**config.mk**
```make
export PLATFORM = sky130hd
export DESIGN_NAME = fp_add_align_flat
export DESIGN_NICKNAME = d
export VERILOG_FILES = /design/src/rtl/fp_add_align_if.sv /design/src/rtl/fp_add_align.sv /design/src/flat_wrapper.sv
export SDC_FILE = /design/constraint.sdc
export NUM_CORES = 1
export LEC_CHECK = 0
export BUFFER_PORTS_ARGS = -buffer_cell sky130_fd_sc_hd__buf_2
export CAP_MARGIN = 20
export CORE_MARGIN = 3
export CORE_UTILIZATION = 45
export CTS_BUF_LIST = sky130_fd_sc_hd__clkbuf_16
export CTS_CLUSTER_SIZE = 12
export DETAILED_ROUTE_END_ITERATION = 16
export GPL_TIMING_DRIVEN = 0
export PLACE_DENSITY_LB_ADDON = 0.05
export SLEW_MARGIN = 5
export SYNTH_ARGS = -nofsm -noshare
export SYNTH_HDL_FRONTEND = slang
export SYNTH_SLANG_ARGS = --single-unit
```
**constraint.sdc**
```tcl
create_clock -name clk -period 1.95 [get_ports clk]
set_input_delay 0.39 -clock clk [delete_from_list [all_inputs] [get_ports clk]]
set_output_delay 0.39 -clock clk [all_outputs]
set_load 0.05 [all_outputs]
```
**src/rtl/fp_add_align_if.sv**
```systemverilog
// Handshake and data bundle for the FP adder alignment front end.
// Input side (A/B) and output side (aligned fields) share one interface.
interface fp_add_align_if #(
  parameter int EXP_W = 8,
  parameter int MAN_W = 23,
  parameter int SH_W  = 5
);
  localparam int DW = 1 + EXP_W + MAN_W;

  logic             in_valid;
  logic             in_ready;
  logic [DW-1:0]    A;
  logic [DW-1:0]    B;
  logic             out_valid;
  logic             out_ready;
  logic             SIGN_L;
  logic             SIGN_S;
  logic             EFF_SUB;
  logic [EXP_W-1:0] EXP_L;
  logic [MAN_W:0]   MANT_L;
  logic [MAN_W:0]   MANT_S;
  logic [SH_W-1:0]  SHAMT;
  logic             SPECIAL;

  modport slave (
    input  in_valid, A, B, out_ready,
    output in_ready, out_valid, SIGN_L, SIGN_S, EFF_SUB, EXP_L, MANT_L, MANT_S, SHAMT, SPECIAL
  );

  modport master (
    output in_valid, A, B, out_ready,
    input  in_ready, out_valid, SIGN_L, SIGN_S, EFF_SUB, EXP_L, MANT_L, MANT_S, SHAMT, SPECIAL
  );
endinterface

```
**src/rtl/fp_add_align.sv**
```systemverilog
// Two-stage alignment front end: stage 1 unpacks A/B, stage 2 orders by magnitude
// and produces the saturated shift amount for the mantissa right shifter.
module fp_add_align #(
  parameter int EXP_W = 8,
  parameter int MAN_W = 23,
  parameter int SH_W  = 5
) (
  input logic            clk,
  input logic            rst_n,
  fp_add_align_if.slave  bus
);
  localparam int DW = 1 + EXP_W + MAN_W;
  localparam int MW = MAN_W + 1;
  localparam logic [EXP_W:0] SH_SAT = (EXP_W+1)'((1 << SH_W) - 1);

  logic w_adv1, w_adv2;
  logic r_v1, r_v2;

  logic [EXP_W-1:0] w_ea, w_eb;
  logic [MW-1:0]    w_ma, w_mb;
  logic             w_spec;

  logic                   r_sa, r_sb, r_spec1, r_ma_ge;
  logic [EXP_W-1:0]       r_ea, r_eb;
  logic [MW-1:0]          r_ma, r_mb;
  logic signed [EXP_W:0]  r_diff;

  logic            w_a_is_l;
  logic [EXP_W:0]  w_abs;
  logic [SH_W-1:0] w_shamt;

  logic             r_sign_l, r_sign_s, r_eff_sub, r_special;
  logic [EXP_W-1:0] r_exp_l;
  logic [MW-1:0]    r_mant_l, r_mant_s;
  logic [SH_W-1:0]  r_shamt;

  assign w_adv2       = !r_v2 || bus.out_ready;
  assign w_adv1       = !r_v1 || w_adv2;
  assign bus.in_ready = w_adv1;

  // Zero exponent flushes the operand to zero; denormals are not supported.
  always_comb begin
    w_ea   = bus.A[DW-2 -: EXP_W];
    w_eb   = bus.B[DW-2 -: EXP_W];
    w_ma   = (w_ea == '0) ? '0 : {1'b1, bus.A[MAN_W-1:0]};
    w_mb   = (w_eb == '0) ? '0 : {1'b1, bus.B[MAN_W-1:0]};
    w_spec = (&w_ea) || (&w_eb);
  end

  always_ff @(posedge clk or negedge rst_n) begin
    if (!rst_n) begin
      r_v1    <= 1'b0;
      r_sa    <= 1'b0;
      r_sb    <= 1'b0;
      r_spec1 <= 1'b0;
      r_ma_ge <= 1'b0;
      r_ea    <= '0;
      r_eb    <= '0;
      r_ma    <= '0;
      r_mb    <= '0;
      r_diff  <= '0;
    end else if (w_adv1) begin
      r_v1 <= bus.in_valid;
      if (bus.in_valid) begin
        r_sa    <= bus.A[DW-1];
        r_sb    <= bus.B[DW-1];
        r_spec1 <= w_spec;
        r_ma_ge <= (w_ma >= w_mb);
        r_ea    <= w_ea;
        r_eb    <= w_eb;
        r_ma    <= w_ma;
        r_mb    <= w_mb;
        r_diff  <= $signed({1'b0, w_ea} - {1'b0, w_eb});
      end
    end
  end

  // Equal magnitudes pick A as the larger operand.
  always_comb begin
    w_a_is_l = (r_diff > 0) || ((r_diff == 0) && r_ma_ge);
    w_abs    = r_diff[EXP_W] ? $unsigned(-r_diff) : $unsigned(r_diff);
    w_shamt  = (w_abs >= SH_SAT) ? SH_SAT[SH_W-1:0] : w_abs[SH_W-1:0];
  end

  always_ff @(posedge clk or negedge rst_n) begin
    if (!rst_n) begin
      r_v2      <= 1'b0;
      r_sign_l  <= 1'b0;
      r_sign_s  <= 1'b0;
      r_eff_sub <= 1'b0;
      r_special <= 1'b0;
      r_exp_l   <= '0;
      r_mant_l  <= '0;
      r_mant_s  <= '0;
      r_shamt   <= '0;
    end else if (w_adv2) begin
      r_v2 <= r_v1;
      if (r_v1) begin
        r_sign_l  <= w_a_is_l ? r_sa : r_sb;
        r_sign_s  <= w_a_is_l ? r_sb : r_sa;
        r_eff_sub <= r_sa ^ r_sb;
        r_special <= r_spec1;
        r_exp_l   <= w_a_is_l ? r_ea : r_eb;
        r_mant_l  <= w_a_is_l ? r_ma : r_mb;
        r_mant_s  <= w_a_is_l ? r_mb : r_ma;
        r_shamt   <= w_shamt;
      end
    end
  end

  assign bus.out_valid = r_v2;
  assign bus.SIGN_L    = r_sign_l;
  assign bus.SIGN_S    = r_sign_s;
  assign bus.EFF_SUB   = r_eff_sub;
  assign bus.EXP_L     = r_exp_l;
  assign bus.MANT_L    = r_mant_l;
  assign bus.MANT_S    = r_mant_s;
  assign bus.SHAMT     = r_shamt;
  assign bus.SPECIAL   = r_special;
endmodule

```
**src/flat_wrapper.sv**
```systemverilog
// flat-port wrapper written by rule: the top's interface ports become plain ports
module fp_add_align_flat 
#(
  parameter int EXP_W = 8,
  parameter int MAN_W = 23,
  parameter int SH_W  = 5
)
  (clk, rst_n, bus_in_valid, bus_A, bus_B, bus_out_ready, bus_in_ready, bus_out_valid, bus_SIGN_L, bus_SIGN_S, bus_EFF_SUB, bus_EXP_L, bus_MANT_L, bus_MANT_S, bus_SHAMT, bus_SPECIAL);
  fp_add_align_if #(.EXP_W(EXP_W), .MAN_W(MAN_W), .SH_W(SH_W)) bus_i ();
  input logic clk;
  input logic rst_n;
  input wire logic [$bits(bus_i.in_valid)-1:0] bus_in_valid;
  input wire logic [$bits(bus_i.A)-1:0] bus_A;
  input wire logic [$bits(bus_i.B)-1:0] bus_B;
  input wire logic [$bits(bus_i.out_ready)-1:0] bus_out_ready;
  output wire logic [$bits(bus_i.in_ready)-1:0] bus_in_ready;
  output wire logic [$bits(bus_i.out_valid)-1:0] bus_out_valid;
  output wire logic [$bits(bus_i.SIGN_L)-1:0] bus_SIGN_L;
  output wire logic [$bits(bus_i.SIGN_S)-1:0] bus_SIGN_S;
  output wire logic [$bits(bus_i.EFF_SUB)-1:0] bus_EFF_SUB;
  output wire logic [$bits(bus_i.EXP_L)-1:0] bus_EXP_L;
  output wire logic [$bits(bus_i.MANT_L)-1:0] bus_MANT_L;
  output wire logic [$bits(bus_i.MANT_S)-1:0] bus_MANT_S;
  output wire logic [$bits(bus_i.SHAMT)-1:0] bus_SHAMT;
  output wire logic [$bits(bus_i.SPECIAL)-1:0] bus_SPECIAL;
  assign bus_i.in_valid = bus_in_valid;
  assign bus_i.A = bus_A;
  assign bus_i.B = bus_B;
  assign bus_i.out_ready = bus_out_ready;
  assign bus_in_ready = bus_i.in_ready;
  assign bus_out_valid = bus_i.out_valid;
  assign bus_SIGN_L = bus_i.SIGN_L;
  assign bus_SIGN_S = bus_i.SIGN_S;
  assign bus_EFF_SUB = bus_i.EFF_SUB;
  assign bus_EXP_L = bus_i.EXP_L;
  assign bus_MANT_L = bus_i.MANT_L;
  assign bus_MANT_S = bus_i.MANT_S;
  assign bus_SHAMT = bus_i.SHAMT;
  assign bus_SPECIAL = bus_i.SPECIAL;
  fp_add_align #(.EXP_W(EXP_W), .MAN_W(MAN_W), .SH_W(SH_W)) u_core (.clk(clk), .rst_n(rst_n), .bus(bus_i));
endmodule
```
==> results.md, run 1 <==
- The run finished, with violations left.
- The final reports fail on negative setup slack.
- The dominant register cell in the synthesized netlist is sky130_fd_sc_hd__dfrtp_1.
- The number of antenna violations at the first check in global routing is 0.
- The final layout contains about 960 nets.
- Of the cells placed in the final design, the portion with a size suffix greater than 1 is 0.3046.
- Measured against its own limit, the worst slew margin works out to 0.5664.
- The number of filler instances in the final layout is 1355.
- The clock tree buffer depth is 2.
- STA classifies the critical path endpoint as a flop.
- The die is ~130 um wide.
- Yosys attributes the largest share of cell area to sky130_fd_sc_hd__dfrtp_1 51%, sky130_fd_sc_hd__mux2i_1 8.4%, sky130_fd_sc_hd__nand2_1 7.5%.
- The average instance in the mapped netlist occupies about 10 um^2.
- Setup violations remaining at the end of the flow were counted as 1.
- The via count of the first global-routing pass is approximately 6000.
- Summing every instance area after synthesis gives roughly 0.0070 mm^2.
- The final max-slew violation count is 0.
- Of the post-synthesis cell area, the dominant cell type holds 0.5116.
- Clock tree synthesis inserted a total of 17 buffers.
- The final cell count without fillers is 1081.
- TritonCTS built the clock tree.
- The cell-internal power is a little under 7000 uW.
- Hold timing on the final database bottoms out at a slack of a little under 0.2 ns.
- The HPWL after detailed placement is between 10000 and 15000 um.
- The synthesized netlist contains 39 unique library cells.
- The area of the die is around 0.017 mm^2.
- Summing over every cut layer, the via total after detailed routing is between 5000 and 6000.
- The number of endpoints with negative hold slack in the final report was 0.
- Summed over all instances, the cell type with the most area after synthesis is sky130_fd_sc_hd__dfrtp_1.
- In this run the vertical extent of the chip is 131.1 um.
- The number of violations reported at the end of detailed-routing iteration 0 is roughly 250.
- The number of antenna diodes in the final layout is 0.
- The count of max-cap constraint violations is 0.
- The antenna violation net count after detailed routing is 0.
- Using the TritonRoute via totals, the vias-per-cell ratio works out to roughly 5.3.
- The total congestion overflow is 0.
- After floorplanning, the core was divided into 45 placement rows.
- Entering global routing, the biggest net connects a little under 90 pins.
- The largest fanout of any net on the critical path is 8.
- After clock tree synthesis, the clock-pin slew on the worst setup and hold paths is ~0.060 ns.
- The startpoint type of the worst setup path is a primary input.
- The final period utilization is 1.069.
- In the global route stage, overall resource usage came out at 0.2342.
- The initial standard-cell utilization of the core is 0.4616.
- The count of H-tree levels built during CTS is 4.
- The switching power of the nets is 3960 uW.
- The flop and latch count out of synthesis is around 140.
- The clock latency of the later-clocked register in the worst-skew pair is around 0.42 ns.
- Counting I/O delays and the setup requirement, the final critical path takes approximately 2.1 ns.
- The number of nets handed over by synthesis was around 800.
- The peak clock frequency supported by timing is 479.6 MHz.
- The leakage power is 0.004477 uW.
- During I/O placement, the number of pins put on the boundary was around 140.
- The area overhead of the layout relative to synthesis is 29.90%.
- After floorplanning, the core was sized to cover 0.01526 mm^2.
- In this run the power density over the cells is around 1200 mW/mm^2.
- After detailed routing, the average wire length per cell comes to approximately 18 um.
- The clock tree root driver cell is sky130_fd_sc_hd__clkbuf_16.
- For the worst setup path, the data arrival time is 2.43 ns.
- Port buffering added 134 buffers.
- The count of TritonRoute iterations in the first routing pass is 5.
- The share of total power dissipated in the clock network is 0.313.
- The count of yosys warnings during synthesis is 0.
- After detailed routing, the number of remaining DRC violations is 0.
- The cell area after placement is about 0.0083 mm^2.
- The worst-case IR drop observed on VDD is about 0.67 mV.
- The number of sinks driven by the clock tree is ~140.
- The first-pass GRT wire length is 31970 um.
- After detailed placement, the design holds a cell count of around 1000.
- In the post-route analysis, the smallest setup slack over all paths is -0.1349 ns.
- The cell count after synthesis is a little under 700.
- Setup repair after global routing could not meet its margin everywhere.
- For this run, asynchronously set or reset flops after synthesis account for 1.000.
- The combinational power share is 0.318.
- Between clock sinks in the finished design, the worst skew comes to approximately 0.0049 ns.
- The synthesized design contains 0 enable-type register cells.
- Summing all non-filler instances in the final layout gives an area of ~0.009 mm^2.
- For this run, the register share of the synthesized area comes to 0.5116.
- The critical path is of the primary input to flop type.
- The data required time at the worst endpoint is ~2.3 ns.
- The worst-margin pin slew is 0.6505 ns.
- The congestion estimate from routability-driven global placement came to 0.8555.
- The share of total power dissipated in sequential elements is 0.370.
- The worst hold path class is primary input to flop.
- Of the total power, the share spent switching nets is 0.3705.
- After detailed routing, the total wire length is a little under 20000 um.
## layout by cell type, fill, tap and decap left out, types with 8 or more instances in the layout
cell	instances
sky130_fd_sc_hd__and2_1	18
sky130_fd_sc_hd__buf_2	131
sky130_fd_sc_hd__buf_6	8
sky130_fd_sc_hd__dfrtp_1	143
sky130_fd_sc_hd__o21ai_1	25
sky130_fd_sc_hd__ha_1	25
sky130_fd_sc_hd__mux2_4	13
sky130_fd_sc_hd__nand2_1	135
sky130_fd_sc_hd__clkbuf_1	18
sky130_fd_sc_hd__mux2i_1	58
sky130_fd_sc_hd__nor2_1	16
sky130_fd_sc_hd__o21ai_0	81
sky130_fd_sc_hd__buf_4	9
sky130_fd_sc_hd__a21oi_1	15
sky130_fd_sc_hd__mux2_2	21
sky130_fd_sc_hd__clkbuf_16	18
sky130_fd_sc_hd__inv_1	18
## metrics by stage
stage	setup TNS [ns]	setup slack [ns]	util	total power [uW]
finish	-0.1349	-0.1349	0.5996	10690
global route	-0.2582	-0.2582	0.5996	11190
CTS	-0.1307	-0.1307	0.5981	10740
detailed placement	-8.416	-0.6438	0.5443	7306
global placement	-224.75	-1.794	0.5421	7224
floorplan	-1.100	-0.07456	-	6349
## worst max-delay path, stage by stage
cell and delay, ns:
sky130_fd_sc_hd__buf_6 0.11, sky130_fd_sc_hd__nor4_4 0.27, sky130_fd_sc_hd__nand2_2 0.13, sky130_fd_sc_hd__buf_6 0.16, sky130_fd_sc_hd__clkbuf_16 0.16, sky130_fd_sc_hd__and2_1 0.17
sky130_fd_sc_hd__ha_1 0.32, sky130_fd_sc_hd__nand4_1 0.17, sky130_fd_sc_hd__nor3_2 0.18, sky130_fd_sc_hd__o2111ai_2 0.17, sky130_fd_sc_hd__a31oi_1 0.20
## cell families after synthesis
group	after synthesis	synth area share
simple gates	217	0.1363
compound gates	146	0.1126
flops	144	0.5116
mux	93	0.1382
buf+inv	53	0.03233
fa+ha+maj	34	0.06147
xor+xnor	6	0.007461
## sequential cells by signal (all words and copies together) (netlist names), 5 cells and up
name	count
u_core.bus.SHAMT	5
u_core.bus.MANT_L	24
u_core.bus.MANT_S	24
u_core.r_ea	8
u_core.bus.EXP_L	8
u_core.r_diff	9
u_core.r_ma	24
u_core.r_mb	24
u_core.r_eb	8
## synthesized netlist by cell type, types with 3 or more instances
library cell	n
sky130_fd_sc_hd__nand2_1	141
sky130_fd_sc_hd__nand2b_1	5
sky130_fd_sc_hd__nor2_1	16
sky130_fd_sc_hd__nand4_1	6
sky130_fd_sc_hd__o31ai_1	5
sky130_fd_sc_hd__inv_1	15
sky130_fd_sc_hd__nor4_1	5
sky130_fd_sc_hd__a21oi_1	18
sky130_fd_sc_hd__o21a_1	5
sky130_fd_sc_hd__o21ai_0	86
sky130_fd_sc_hd__nor3_1	6
sky130_fd_sc_hd__xnor2_1	4
sky130_fd_sc_hd__a211oi_1	3
sky130_fd_sc_hd__o21ai_1	20
sky130_fd_sc_hd__mux2i_1	59
sky130_fd_sc_hd__and2_1	24
sky130_fd_sc_hd__mux2_2	34
sky130_fd_sc_hd__ha_1	33
sky130_fd_sc_hd__nor2b_1	4
sky130_fd_sc_hd__clkbuf_1	30
sky130_fd_sc_hd__buf_6	3
sky130_fd_sc_hd__dfrtp_1	144
sky130_fd_sc_hd__buf_2	5
## metal layers
layer  vias up  wire length (um)  global-route usage
li1       2727                 -                   -
met1      2771              8819              0.3070
met2       157              9455              0.3882
met3        40               816             0.03905
met4         0               561             0.09685
met5         -                 0                   0
## power groups by stage
stage | Clock (uW) | Combinational (uW) | Sequential [uW]
final | 3340 | 3390 | 3950
after global routing | 3510 | 3650 | 4020
after CTS | 3390 | 3420 | 3930
after detailed placement | 0 | 3320 | 3990
after global placement | 0 | 3270 | 3950
after floorplan | 0 | 1220 | 5130
## worst paths after layout
kind | start | depth (start not counted) | slack (ns) | end
worst max register to register | u_core.r_diff[3]$_DFFE_PN0P_ | 7 | 0.08 | u_core.bus.MANT_S[14]$_DFFE_PN0P_
worst max-delay path | bus_A[28] | 11 | -0.13 | u_core.r_ma_ge$_DFFE_PN0P_
worst min-delay path | bus_in_valid | 2 | 0.20 | u_core.r_v1$_DFFE_PN0N_
worst min register to register | u_core.bus.MANT_L[11]$_DFFE_PN0P_ | 2 | 0.47 | u_core.bus.MANT_L[11]$_DFFE_PN0P_
min in group asynchronous | rst_n | 2 | 0.52 | u_core.bus.MANT_S[18]$_DFFE_PN0P_
max in group asynchronous | rst_n | 3 | 0.61 | u_core.r_mb[23]$_DFFE_PN0P_
## final cells by class
cell class,count,area (um^2),share of cell area
Buffer,36,255.2,0.02790
Multi-Input combinational cell,496,3526,0.3854
Clock buffer,17,425.4,0.04650
Timing Repair Buffer,147,839.6,0.09177
Sequential cell,144,3605,0.3940
Tap cell,211,264.0,0.02886
Clock inverter,15,177.7,0.01942
Inverter,15,56.30,0.006154
## what timing repair did
| action | in CTS | in global routing |
|---|---|---|
| endpoints found under the setup margin | 26 | 45 |
| endpoints found under the hold margin | 56 | 0 |
| hold buffers | 1 | 0 |
| buffers inserted | 11 | 0 |
| resized for setup | 27 | 8 |
| pin swaps | 11 | 3 |
Power figures use the tool's default switching activity.
==> run 2, diff against run 1 <==
--- a/config.mk
+++ b/config.mk
@@ -18,3 +18,4 @@
 export SYNTH_ARGS = -nofsm -noshare
 export SYNTH_HDL_FRONTEND = slang
 export SYNTH_SLANG_ARGS = --single-unit
+export TNS_END_PERCENT = 50
==> run 2 against run 1 <==
  * The run still ends with negative setup slack left
  * First-iteration DRC count increased by 28%
  * Sequential share of layout area decreased by 0.28 points
  * Maximum frequency increased by 0.74%
  * Worst setup slack improved by 0.015 ns
  * Final area increased by 0.72%
  * Register-to-register slack got worse by 0.07 ns
  * Sequential cell count unchanged
==> results.md, run 2 (synthesized netlist as in run 1, its figures left out) <==
- The fraction of layout cells with a size suffix above 1 is 0.3192 (+0.01458).
- The worst setup path is launched from a primary input.
- Setup repair after global routing could not meet its margin everywhere.
- The design area came to 0.009215 mm^2 (+0.72%).
- The share of total power in the clock network is 0.307 (-0.006).
- The count of TritonRoute iterations in the first routing pass is 5 (unchanged).
- The number of sinks driven by the clock tree came to 144 (unchanged).
- The clock input transition at the sequential cells of the worst setup and hold paths is 0.06 ns (about the same).
- The kind of end point of the critical path is a flop.
- The final period utilization is 1.061 (-0.007879).
- The clock tree root driver cell is sky130_fd_sc_hd__clkbuf_16.
- The sequential cell fraction of total power came to 0.370 (about the same).
- The area of the die is 0.01719 mm^2 (unchanged).
- The worst-margin pin slew was 0.7065 ns (+0.05608 ns).
- The setup TNS is -0.1196 ns (+0.01536 ns).
- The die boundary width is 131.1 um (unchanged).
- The leakage power is 0.004488 uW (+0.24%).
- The number of diodes added for antenna fixing is 0 (unchanged).
- The worst-case setup margin in the final layout is -0.1196 ns (+0.01536 ns).
- In this run the worst hold path is classified as primary input to flop.
- The count of input and output buffers is 134 (unchanged).
- The power per cell area was 1160 mW/mm^2 (-0.71%).
- The count of max-cap constraint violations came to 0 (unchanged).
- The path type of the worst setup path is primary input to flop.
- The number of violations reported at the end of detailed-routing iteration 0 was 315 (+28%).
- The overall global routing resource usage is 0.2304 (-0.003782).
- Among all stages on the critical path, the largest delay is contributed by sky130_fd_sc_hd__nor4_4.
- The via count of the first global-routing pass is 5880 (-3.7%).
- Leaving out fill and tap cells, the most frequent cell in the layout is sky130_fd_sc_hd__dfrtp_1.
- The wire length per cell after detailed routing is 17.92 um (-1.4%).
- The critical path goes through buf_6 -> nor4_4 -> nand2_4 -> clkbuf_16 -> and2_4 -> ha_4 -> nand4_1 -> nor3_4 -> o2111ai_2 -> a31oi_1.
- The final cell count without fillers is 1082 (+0.093%).
- The critical path arrival is 2.41 ns (-0.02 ns).
- The antenna violation net count after detailed routing was 0 (unchanged).
- The detailed-route via count is 5659 (-0.63%).
- The largest fanout of any net on the critical path is 8 (unchanged).
- The delay of the slowest cell on the worst path is 0.32 ns (about the same).
- The placed instance count was 1039 (unchanged).
- The count of H-tree levels built during CTS is 4 (unchanged).
- The number of vias per cell came to 5.230 (-0.72%).
- The standard-cell row count is 45 (unchanged).
- The core area is 0.01526 mm^2 (unchanged).
- The peak clock frequency supported by timing came to 483.2 MHz (+0.74%).
- The number of endpoints with negative hold slack in the final report is 0 (unchanged).
- The number of filler instances in the final layout is 1307 (-3.5%).
- The number of buffers created by CTS is 17 (unchanged).
- The clock tree buffer depth is 2 (unchanged).
- The data required time at the worst endpoint came to 2.29 ns (about the same).
- The number of antenna violations at the first check in global routing is 0 (unchanged).
- The checks that failed: negative setup slack.
- The total congestion overflow is 0 (unchanged).
- The flow ran to the end, but the final reports show violations.
- The number of I/O pins came to 135 (unchanged).
- The cell-internal power is 6670 uW (-0.85%).
- The final wirelength is 19390 um (-1.3%).
- The setup clock skew after layout is 0.007304 ns (+0.002394 ns).
- The final setup violation count came to 1 (unchanged).
- The relative slew slack was 0.5290 (-0.03739).
- The final hold slack is 0.1943 ns (-0.002792 ns).
- The net switching share of the total power is 0.3759 (+0.005397).
- The overall die height is 131.1 um (unchanged).
- The final max-slew violation count is 0 (unchanged).
- The area overhead of the layout relative to synthesis is 30.84%.
- The final weighted congestion of routability-driven global placement is 0.8657 (+1.2%).
- The combinational power share is 0.323 (+0.005).
- The first-pass GRT wire length is 31300 um (-2.1%).
- The switching power of the nets is 4018 uW (+1.5%).
- The cell area after placement is 0.008290 mm^2 (-0.18%).
- The clock latency of the later-clocked register in the worst-skew pair is 0.42 ns (about the same).
- The highest ir drop seen on vdd came to 0.6746 mV (+1.0%).
- The final layout net count is 960 (+0.10%).
- The top cell types in the final layout, fill and taps aside, are 143 x sky130_fd_sc_hd__dfrtp_1, 135 x sky130_fd_sc_hd__nand2_1, 129 x sky130_fd_sc_hd__buf_2.
- The HPWL after detailed placement is 14010 um (-0.46%).
- The largest net degree at the start of global routing came to 78 (-12%).
- The number of DRC violations after detailed routing is 0 (unchanged).
- The initial standard-cell utilization of the core is 0.4616 (unchanged).
- The final critical path time including I/O delays and setup is 2.070 ns (-0.01536 ns).
- TritonCTS built the clock tree.
-- run 2: cell types whose count changed in the layout (fill, tap and decap cells not counted), moves of 3 or more --
cell                       previous run  this run
sky130_fd_sc_hd__inv_1               18        14
sky130_fd_sc_hd__mux2i_2              1         6
sky130_fd_sc_hd__clkinv_2             2         5
sky130_fd_sc_hd__o21ai_0             81        78
sky130_fd_sc_hd__mux2i_1             58        53
-- run 2: final cells by class --
cell class	count	area, um^2	area share
buffer	36	282.8	0.03069
multi-input combinational	496	3556	0.3859
inverter	15	56.30	0.006110
timing repair buffer	148	858.3	0.09314
clock inverter	15	167.7	0.01819
tap	211	264.0	0.02865
clock buffer	17	425.4	0.04616
sequential	144	3605	0.3912
-- run 2: final timing paths --
check / from / to / slack, ns / cells after the start
worst max-delay path: bus_A[26] / u_core.r_ma_ge$_DFFE_PN0P_ / -0.12 / 10
worst min-delay path: bus_B[31] / u_core.r_sb$_DFFE_PN0P_ / 0.19 / 2
worst max register to register: u_core.r_diff[2]$_DFFE_PN0P_ / u_core.bus.MANT_S[21]$_DFFE_PN0P_ / 0.01 / 7
worst min register to register: u_core.bus.MANT_L[7]$_DFFE_PN0P_ / u_core.bus.MANT_L[7]$_DFFE_PN0P_ / 0.48 / 2
max in group asynchronous: rst_n / u_core.r_ea[3]$_DFFE_PN0P_ / 0.60 / 3
min in group asynchronous: rst_n / u_core.bus.MANT_S[18]$_DFFE_PN0P_ / 0.55 / 2
-- run 2: power by group through the flow --
stage	clock network [uW]	registers, uW	logic [uW]
floorplan	0	5130	1220
global placement	0	3940	3270
detailed placement	0	3980	3310
CTS	3340	3930	3370
global route	3460	4040	3710
finish	3280	3950	3450
-- run 2: critical path, delay by kind of cell --
family          cells  cell delay, ns
compound gates      2            0.37
fa+ha+maj           1            0.25
buf+inv             2            0.30
simple gates        5            1.08
-- run 2: stage by stage --
step	power (uW)	utilization	worst slack, ns
3_5_place_dp	7296	0.5433	-0.7430
2_1_floorplan	6346	-	-0.07491
3_3_place_gp	7217	0.5411	-1.747
4_1_cts	10650	0.5952	-0.1301
6_report	10690	0.6039	-0.1196
5_1_grt	11210	0.6039	-0.2212
-- run 2: repair_timing --
item	in CTS	in global routing
pin swaps	13	4
setup buffers	7	4
hold buffers	1	0
resized for setup	29	26
hold endpoints to repair	17	0
cloned	0	1
setup endpoints to repair	17	67
-- run 2: per-layer routing --
layer  wire (um)  share of wire  track usage  vias to the layer above
met5           0              0            0                        -
met4         213          0.011      0.06243                        0
met3         714          0.037      0.04364                       18
met2        9912           0.51       0.4041                      118
met1        8552           0.44       0.2937                     2782
li1            -              -            -                     2741
